## config.mk

```make
export PLATFORM = sky130hd
export DESIGN_NAME = binary2bcd_div_core
export DESIGN_NICKNAME = d
export VERILOG_FILES = /design/src/rtl/b2bcd_pkg.sv /design/src/rtl/binary2bcd_div_core_div10.sv /design/src/rtl/binary2bcd_div_core.sv
export SDC_FILE = /design/constraint.sdc
export NUM_CORES = 1
export LEC_CHECK = 0
export BUFFER_PORTS_ARGS = -buffer_cell sky130_fd_sc_hd__buf_2
export CAP_MARGIN = 40
export CORE_UTILIZATION = 40
export CTS_CLUSTER_DIAMETER = 60
export DETAILED_ROUTE_END_ITERATION = 8
export HOLD_SLACK_MARGIN = 0.1
export SETUP_SLACK_MARGIN = 0.3
export SYNTH_ARGS = -nofsm -noshare
export SYNTH_HDL_FRONTEND = slang
export SYNTH_SLANG_ARGS = --single-unit
```

## constraint.sdc

```tcl
create_clock -name clk -period 7.9 [get_ports clk]
set_input_delay 1.185 -clock clk [delete_from_list [all_inputs] [get_ports clk]]
set_output_delay 1.185 -clock clk [all_outputs]
set_load 0.03 [all_outputs]
```

## src/rtl/b2bcd_pkg.sv

```systemverilog
// Shared definitions for the divide-by-10 binary-to-BCD converter:
// FSM state type, largest representable decimal value and digit width.
package b2bcd_pkg;

    typedef enum logic [1:0] {
        IDLE = 2'd0,
        DIV  = 2'd1,
        DONE = 2'd2
    } b2bcd_state_e;

    // Largest value that fits in four BCD digits.
    localparam int BCD_MAX = 9999;

    // Bits per BCD digit.
    localparam int DIGIT_W = 4;

endpackage

```

## src/rtl/binary2bcd_div_core_div10.sv

```systemverilog
// div10: single combinational divide-by-10 step. The converter feeds its
// working register through this block once per clock; the remainder is the
// next decimal digit and the quotient becomes the new working value.
module div10
    import b2bcd_pkg::*;
#(
    parameter int IN_W = 14
) (
    input  logic [IN_W-1:0]    value,
    output logic [IN_W-1:0]    quot,
    output logic [DIGIT_W-1:0] rem
);

    localparam logic [IN_W-1:0] TEN = IN_W'(10);

    // Quotient and remainder of value / 10; the remainder always fits in a digit.
    always_comb begin
        quot = value / TEN;
        rem  = DIGIT_W'(value % TEN);
    end

endmodule

```

## src/rtl/binary2bcd_div_core.sv

```systemverilog
// binary2bcd_div_core: multi-cycle binary to packed-BCD converter using
// repeated divide-by-10. One division step per clock; the final quotient is
// taken as the most significant digit, giving a start-to-valid latency of
// BCD_DIGITS-1 clocks.
// Optional build macro: B2BCD_RANGE_CHECK_EN -- saturates out-of-range
// inputs to all nines and raises ovf; without it ovf is tied low and the
// top digit is simply the low bits of the final quotient.
// BCD_DIGITS must be at least 3; IN_W must be at least DIGIT_W.
module binary2bcd_div_core
    import b2bcd_pkg::*;
#(
    parameter int IN_W       = 14,
    parameter int BCD_DIGITS = 4
) (
    input  logic                    clk,
    input  logic                    rst,
    input  logic [IN_W-1:0]         in_binary,
    input  logic                    start,
    output logic                    busy,
    output logic                    valid,
    output logic [4*BCD_DIGITS-1:0] packed_bcd,
    output logic                    ovf
);

    // Digits captured before the last step (the last remainder and the
    // final quotient go straight into the result word).
    localparam int NUM_LOW = BCD_DIGITS - 2;
    localparam int CNT_W   = (BCD_DIGITS > 2) ? $clog2(BCD_DIGITS) : 1;
    localparam logic [CNT_W-1:0] LAST_STEP = CNT_W'(BCD_DIGITS - 2);

    b2bcd_state_e state_reg, state_next;

    logic [IN_W-1:0]              work_reg;
    logic [CNT_W-1:0]             step_cnt_reg;
    logic [NUM_LOW*DIGIT_W-1:0]   digits_reg;
    logic [4*BCD_DIGITS-1:0]      packed_bcd_reg;

    logic [IN_W-1:0]              quot;
    logic [DIGIT_W-1:0]           rem;
    logic [4*BCD_DIGITS-1:0]      result_word;
    logic [4*BCD_DIGITS-1:0]      final_word;

    logic                         capture;
    logic                         last_step;

    // One shared divider, always looking at the working register.
    div10 #(
        .IN_W (IN_W)
    ) u_div10 (
        .value (work_reg),
        .quot  (quot),
        .rem   (rem)
    );

    // A request is taken whenever no division is running; this includes the
    // DONE cycle so conversions can run back to back.
    assign capture   = start && (state_reg != DIV);
    assign last_step = (state_reg == DIV) && (step_cnt_reg == LAST_STEP);

    // Final step: quotient low bits on top, fresh remainder below, then the
    // digits collected on earlier steps.
    assign result_word = {quot[DIGIT_W-1:0], rem, digits_reg};

    // FSM state register.
    always_ff @(posedge clk or posedge rst) begin
        if (rst) begin
            state_reg <= IDLE;
        end else begin
            state_reg <= state_next;
        end
    end

    // Next-state logic.
    always_comb begin
        state_next = state_reg;
        case (state_reg)
            IDLE: begin
                if (start) begin
                    state_next = DIV;
                end
            end
            DIV: begin
                if (last_step) begin
                    state_next = DONE;
                end
            end
            DONE: begin
                state_next = start ? DIV : IDLE;
            end
            default: begin
                state_next = IDLE;
            end
        endcase
    end

    // Datapath: capture the operand, step the division, collect digits and
    // publish the result on the last step.
    always_ff @(posedge clk or posedge rst) begin
        if (rst) begin
            work_reg       <= '0;
            step_cnt_reg   <= '0;
            digits_reg     <= '0;
            packed_bcd_reg <= '0;
        end else begin
            if (capture) begin
                work_reg     <= in_binary;
                step_cnt_reg <= '0;
            end else if (state_reg == DIV) begin
                work_reg     <= quot;
                step_cnt_reg <= step_cnt_reg + 1'b1;
                for (int i = 0; i < NUM_LOW; i++) begin
                    if (step_cnt_reg == CNT_W'(i)) begin
                        digits_reg[i*DIGIT_W +: DIGIT_W] <= rem;
                    end
                end
            end
            if (last_step) begin
                packed_bcd_reg <= final_word;
            end
        end
    end

`ifdef B2BCD_RANGE_CHECK_EN
    localparam logic [IN_W-1:0] MAX_IN = IN_W'(BCD_MAX);

    logic range_err_reg;
    logic ovf_reg;

    // Flag an out-of-range operand at capture; expose it with the result.
    always_ff @(posedge clk or posedge rst) begin
        if (rst) begin
            range_err_reg <= 1'b0;
            ovf_reg       <= 1'b0;
        end else begin
            if (capture) begin
                range_err_reg <= (in_binary > MAX_IN);
            end
            if (last_step) begin
                ovf_reg <= range_err_reg;
            end
        end
    end

    assign final_word = range_err_reg ? {BCD_DIGITS{4'h9}} : result_word;
    assign ovf        = ovf_reg;
`else
    assign final_word = result_word;
    assign ovf        = 1'b0;
`endif

    assign busy       = (state_reg == DIV);
    assign valid      = (state_reg == DONE);
    assign packed_bcd = packed_bcd_reg;

endmodule

```

# Yosys cells after proc, flatten, opt, wreduce, memory -nomap -nowiden
# Cells that the tools add are included.
# classes
add_sub_neg	1
n_mul	0
n_div	2
order_cmp	0
n_eq_ne	7
shifts	0
n_mux	8
bitwise	1
n_reduce_logical	8
# ops
op	count
2-to-1 mux 14 bit	2
divider 14 x 4 -> 14 bit (second input constant)	1
remainder unit 14 x 4 -> 14 bit (second input constant)	1
2-to-1 mux 2 bit	4
case mux 2 bit (3 select lines)	1
AND reduction 3 bit	2
== test 2 x 1 -> 1 bit (second input constant)	2
== test 2 bit (second input constant)	2
zero test 2 bit	2
!= test 2 x 1 -> 1 bit (second input constant)	2
adder 2 x 1 -> 2 bit (second input constant)	1
logical AND 1 bit	2
!= test 2 bit (second input constant)	1
AND reduction 2 bit	1
nonzero test 2 bit	1
2-to-1 mux 1 bit	1
NOT 1 bit	1
# word_totals
reg_bits	42
latchBits	0
ramBits	0
romBits	0
in_bits	17
out_inout_bits	19
elab_cells	33
memories	0

# Logic depth before layout (Yosys ltp)
# Gate-level depths: netlist of the first run.
# logic_depth
word_depth	4
mapped_depth	21
ltp_nobuf	18

# Cells and area by module
# A second synthesis of the first run with hierarchy kept.
# unflattened
cells_unflattened	379
hier_area_um2	3644.7
# by_module_without_submodules
mod	instances	cells_each	area_each_um2	seq_area_each_um2
binary2bcd_div_core	1	120	1921.8	1051.0
div10	1	259	1722.9	0.0

# Worst setup path after synthesis of the first run
# No wires, ideal clock.
# synth_timing
kind	reg-to-reg
startpoint	register work_reg[10]
endpoint	register packed_bcd_reg[11] (netlist: packed_bcd[11])
setup_ps	133
arrival_ps	4258
t_required_ps	7767
slack_ps	3509
stages_incl_launch_ff	21
n_path_buf	3
period_less_slack_ps	4391
path_cell_list	dfrtp_1 -> buf_4 -> nor2b_4 -> buf_2 -> a21o_1 -> a21o_1 -> a21oi_1 -> o22ai_1 -> or4_1 -> nand3_1 -> a21oi_2 -> buf_6 -> o31ai_1 -> nor3_1 -> maj3_1 -> a221oi_2 -> xnor2_1 -> ha_1 -> nor4b_2 -> xnor2_1 -> o21ai_0
# synth_via
elab_chain_cells	1
# synth_lines
item	line	source
start: declaration	binary2bcd_div_core.sv:33	logic [IN_W-1:0] work_reg;
start signal: assignment	binary2bcd_div_core.sv:106	work_reg <= in_binary;
start signal: assignment	binary2bcd_div_core.sv:109	work_reg <= quot;
remainder unit 14 x 4 -> 14 bit	binary2bcd_div_core_div10.sv:19	rem = DIGIT_W'(value % TEN);
end signal: assignment	binary2bcd_div_core.sv:118	packed_bcd_reg <= final_word;
end: declaration	binary2bcd_div_core.sv:36	logic [4*BCD_DIGITS-1:0] packed_bcd_reg;
# No other way between the ends.
# A chain may end at the register's enable or synchronous reset.

# Worst setup path in the final report of the first run
# layout_timing
startpoint	register work_reg[12]
endpoint	register packed_bcd_reg[11] (netlist: packed_bcd[11])
# The elaborated chain is that of the path after synthesis.

==> results of run 1 <==
==> cell type report <==
class / count / area, um2
inverter: 15 / 56.3
tap: 102 / 128
fill: 781 / 4320
clock buffer: 6 / 72.6
timing repair buffer: 36 / 193
clock inverter: 2 / 37.5
multi-input combinational: 276 / 1990
sequential: 42 / 1050
==> cells in the mapped netlist, types with 3 or more instances <==
library cell | number | area [um2]
dfrtp_1 | 42 | 1050
nand2_1 | 31 | 116
nor2_1 | 26 | 97.6
o21ai_0 | 23 | 115
a21oi_1 | 17 | 85.1
inv_1 | 15 | 56.3
mux2i_1 | 14 | 140
clkbuf_1 | 12 | 45.0
mux2_2 | 12 | 135
nand2b_1 | 11 | 68.8
buf_2 | 9 | 45.0
a211oi_1 | 8 | 60.1
nand3_1 | 8 | 40.0
nor3_1 | 8 | 40.0
xnor2_1 | 8 | 70.1
o22ai_1 | 6 | 37.5
o31ai_1 | 6 | 45.0
a22oi_1 | 5 | 37.5
buf_6 | 5 | 56.3
o21ai_1 | 5 | 25.0
a211o_1 | 4 | 35.0
buf_4 | 4 | 30.0
ha_1 | 4 | 50.1
maj3_1 | 4 | 40.0
a21o_1 | 3 | 22.5
a31oi_1 | 3 | 18.8
nand3b_1 | 3 | 22.5
nor3b_1 | 3 | 22.5
o211a_1 | 3 | 30.0
o32ai_1 | 3 | 26.3
==> critical path: stages (launching register included) <==
cell and delay (ns):
dfrtp_1 0.77, nand2b_1 0.40, a21oi_1 0.12, a211o_1 0.35
a211o_1 0.27, a31oi_1 0.29, o21ai_0 0.13, a31o_1 0.25
a21oi_2 0.49, nor3_1 0.13, a211o_1 0.34, nor3_1 0.41
nor3_1 0.12, a221oi_2 0.29, xnor2_1 0.20, ha_1 0.23
nor4b_2 0.30, xnor2_1 0.20, o21ai_0 0.15
==> path summary, 6_finish.rpt <==
kind                           startpoint             end  slack (ns)  cells after the start
setup / recovery             work_reg[12]  packed_bcd[11]        2.35                     18
hold / removal             packed_bcd[13]  packed_bcd[13]        0.49                      2
setup reg to reg             work_reg[12]  packed_bcd[11]        2.35                     18
hold reg to reg            packed_bcd[13]  packed_bcd[13]        0.49                      2
max in group asynchronous             rst     work_reg[5]        6.53                      3
min in group asynchronous             rst   packed_bcd[4]        1.00                      3
==> metrics by stage <==
stage / std cells / util / area (um2) / hold slack (ns)
floorplan: 365 / - / 3280 / 0.446
global placement: 470 / 0.434 / 3410 / 0.465
detailed placement: 471 / 0.436 / 3420 / 0.474
CTS: 479 / 0.450 / 3530 / 0.494
global route: 479 / 0.450 / 3530 / 0.514
finish: 479 / 0.450 / 3530 / 0.488
==> per-layer routing <==
metal | vias up | GRT usage | wire [um]
met4 | 0 | 0.0500 | 69
met3 | 6 | 0.0255 | 346
met2 | 68 | 0.292 | 3560
met1 | 1314 | 0.261 | 3510
li1 | 1363 | - | -
met5 | - | 0 | 0
==> logic make-up after synthesis <==
logic type,Yosys count,share of synthesized area
AOI/OAI and AO/OA,119,0.272
xor gates and xnor gates,10,0.0267
DFF,42,0.320
buffers and inverters,47,0.0731
adders and majority gates,9,0.0309
muxes,28,0.0930
other,1,0.00114
and+or+nand+nor,109,0.183
==> flow_summary.ini, run 1 <==
[timing]
tightestPinTransition_ns = 0.826
fmax_ghz = 0.180
max_slew_margin = 0.449
skew_ns = 0.00923
setup_viol = 0
min_period_ns = 5.55
hold_viol_final = 0
fin_crit_sh = 0.703
layout_setup_ws_ns = 2.35
tns_ns = 0
rsz0062_at_grt = no
slew_violations = 0

[global_routing]
antenna_found_initial = 0
overflow = 0
grt_max_degree = 43
grt_first_pass_wirelength_um = 12900
grt_pass1_vias = 2529
grtUsageTotal = 0.184

[place]
dp.final_hpwl_um = 5250
port_buffers = 34
dp_worst_setup_slack_ns = 2.42
place_congestion = 0.840

[logic_synthesis]
synth_nets = 386
synthesis.area_mm2 = 0.00328
yosysSeqAreaShare = 0.320
async_flop_share = 1.00
synth_ff_type = dfrtp_1
synth_cells = 365
syn_area_per_cell_um2 = 9.00
synth-seq-cells = 42
yosys_warnings = 0
synth-edff-count = 0
yosysUniqueCellTypes = 76

[route]
drtPass1Iterations = 4
drtIter0Drc = 162
wirelength_um = 7490
wire_per_inst_um = 15.6
ant_nets = 0
viasPerCell = 5.74
num_vias = 2751
drc = 0

[final_layout]
n_antenna_cell = 0
largest_reg_flops = 16
drive_gt1_frac = 0.207
final_nets = 397
layout_common_cells = dfrtp_1 (42), buf_2 (34), nand2_1 (31)
final_common_cell = dfrtp_1
area_delta_synth_final_pct = 7.50

[clocking]
cts_hold_buf = 0
cts_tree = done
htree_num_levels = 2
cts.sinks = 42
cts-root-buf = clkbuf_8
cts_buffer_depth = 2
cts_resized = 0
numCtsBuffers = 5
post_cts_buffers = 0
clk_pin_slew_worst_paths_ns = 0.09
clk_latency_ns = 0.30

[floorplan]
rows = 32
die_area_mm2 = 0.00858
io_pins = 36
dieHeight_um = 92.6
start_util = 0.419
core-area_mm2 = 0.00785
die_w_um = 92.6

[setup_path]
required_ns = 8.07
worst-endpoint-arrival_ns = 5.72
start_kind = flip-flop
end_kind = flip-flop
crit_type = flip-flop to flip-flop
crit_fanout = 19

[hold_path]
hp-class = flip-flop to flip-flop

[run_status]
status = finished, final reports clean

[job]
max_cap_violations = 0
Power of run 1 is left out: the tool's default activity adds up to more than one toggle a clock period on the data nets, which glitch-free logic cannot reach.
==> inputs of run 2 (changes only) <==
==> constraint.sdc (replaced) <==
create_clock -name clk -period 4.6 [get_ports clk]
set_input_delay 0.69 -clock clk [delete_from_list [all_inputs] [get_ports clk]]
set_output_delay 0.69 -clock clk [all_outputs]
set_load 0.03 [all_outputs]
==> run 2 against run 1 <==
Maximum frequency up 28%. Final area increased by 25%. Worst setup slack worse by 2.1 ns. Routed wire length rose by 23%. Via count is 14% higher.
==> flow_summary.ini, run 2 (synthesized netlist as in run 1, its figures left out) <==
[setup_path]
reg2reg_from = work_reg[12]
required_ns = 4.83
start_kind = flip-flop
cp_cell_sequence = buf_2 -> nand3b_1 -> a21oi_1 -> a211o_2 -> a211o_1 -> a31o_2 -> nand4_1 -> a31o_1 -> a21oi_4 -> buf_6 -> o31a_1 -> o211ai_4 -> o311ai_0 -> and3_4 -> or4_1 -> o21ai_2
crit_buf_inv = 2
critPathTopFamily = compound AO/OA/AOI/OAI gates
worst-endpoint-arrival_ns = 4.57
cp.depth = 16
cp-startpoint = work_reg[12]
crit_fanout = 9
crit_type = flip-flop to flip-flop
end_kind = flip-flop
cpPeakStageDelay_ns = 0.50
reg2reg_depth = 16
slowest_stage = or4_1

[route]
drc = 0
drtPass1Iterations = 5
num_vias = 3129
viasPerCell = 5.81
drtIter0Drc = 166
wirelength_um = 9220
ant_nets = 0
wire_per_inst_um = 17.1

[global_routing]
grtUsageTotal = 0.204
overflow = 0
antenna_found_initial = 0
grt_pass1_vias = 2811
grt_first_pass_wirelength_um = 14000
grt_max_degree = 43

[final_layout]
final_cell_area_mm2 = 0.00443
area_delta_synth_final_pct = 34.8
largest_reg_flops = 16
ff_latch_area_mm2 = 0.00106
final_common_cell = buf_4
layout_common_cells = buf_4 (49), dfrtp_1 (36), buf_2 (35)
n_antenna_cell = 0
drive_gt1_frac = 0.430
multi_input_area_mm2 = 0.00234
fin_cells = 539
final_nets = 457
fillCellCount = 711

[timing]
rsz0062_at_grt = yes
max_slew_margin = 0.459
tightestPinTransition_ns = 0.810
slew_violations = 0
fmax_ghz = 0.231
hold_viol_final = 0
fin_crit_sh = 0.943
tns_ns = 0
min_period_ns = 4.34
hold_slack_ns = 0.483
setup_viol = 0
skew_ns = 0.00721

[clocking]
cts_tree = done
cts.sinks = 42
htree_num_levels = 2
cts_hold_buf = 0
clk_pin_slew_worst_paths_ns = 0.09
clk_latency_ns = 0.30
cts-root-buf = clkbuf_8
cts_buffer_depth = 2
numCtsBuffers = 5

[place]
placed_cell_area_mm2 = 0.00363
dp.final_hpwl_um = 5730
port_buffers = 34
place_congestion = 0.852
placedCellCount = 496

[floorplan]
die_w_um = 92.6
dieHeight_um = 92.6
io_pins = 36
die_area_mm2 = 0.00858
rows = 32
start_util = 0.419
core-area_mm2 = 0.00785

[hold_path]
hold_depth = 2
hp-class = flip-flop to flip-flop
min_from = packed_bcd[12]

[job]
max_cap_violations = 0

[run_status]
status = finished, final reports clean
-- run 2: metal layers --
layer	routed length [um]	vias up	global-route usage
li1	-	1496	-
met1	4150	1525	0.287
met2	4470	92	0.326
met3	422	16	0.0279
met4	180	0	0.0590
met5	0	-	0
-- run 2: tightest hold or removal path, stage by stage, from the launching register on --
cell,delay [ns]
dfrtp_1,0.34
nand2_1,0.06
o21ai_2,0.05
-- run 2: worst paths after layout --
check / end / slack, ns
max: packed_bcd[12] / 0.26
min: packed_bcd[12] / 0.48
max reg2reg: packed_bcd[12] / 0.26
min reg2reg: packed_bcd[12] / 0.48
max in group asynchronous: work_reg[10] / 3.71
min in group asynchronous: state_reg[1] / 0.49
-- run 2: what timing repair did --
action,4_1_cts,5_1_grt
gates resized for setup,29,51
pin swaps,10,24
setup buffers,12,21
cloned,1,1
hold endpoints to repair,0,0
setup endpoints to repair,11,11
-- run 2: cell type report --
type                            count  share of cell area
Clock buffer                        5              0.0155
Multi-Input combinational cell    277               0.529
Tap cell                          102              0.0288
Clock inverter                      3              0.0155
Inverter                           15              0.0136
Timing Repair Buffer               95               0.159
Sequential cell                    42               0.239
-- run 2: through the flow --
step | utilization | setup slack [ns]
2_1_floorplan | - | 0.324
3_3_place_gp | 0.461 | 0.152
3_5_place_dp | 0.463 | 0.0322
4_1_cts | 0.509 | 0.303
5_1_grt | 0.564 | 0.0618
6_report | 0.564 | 0.262
Power of run 2 is left out for the same reason.
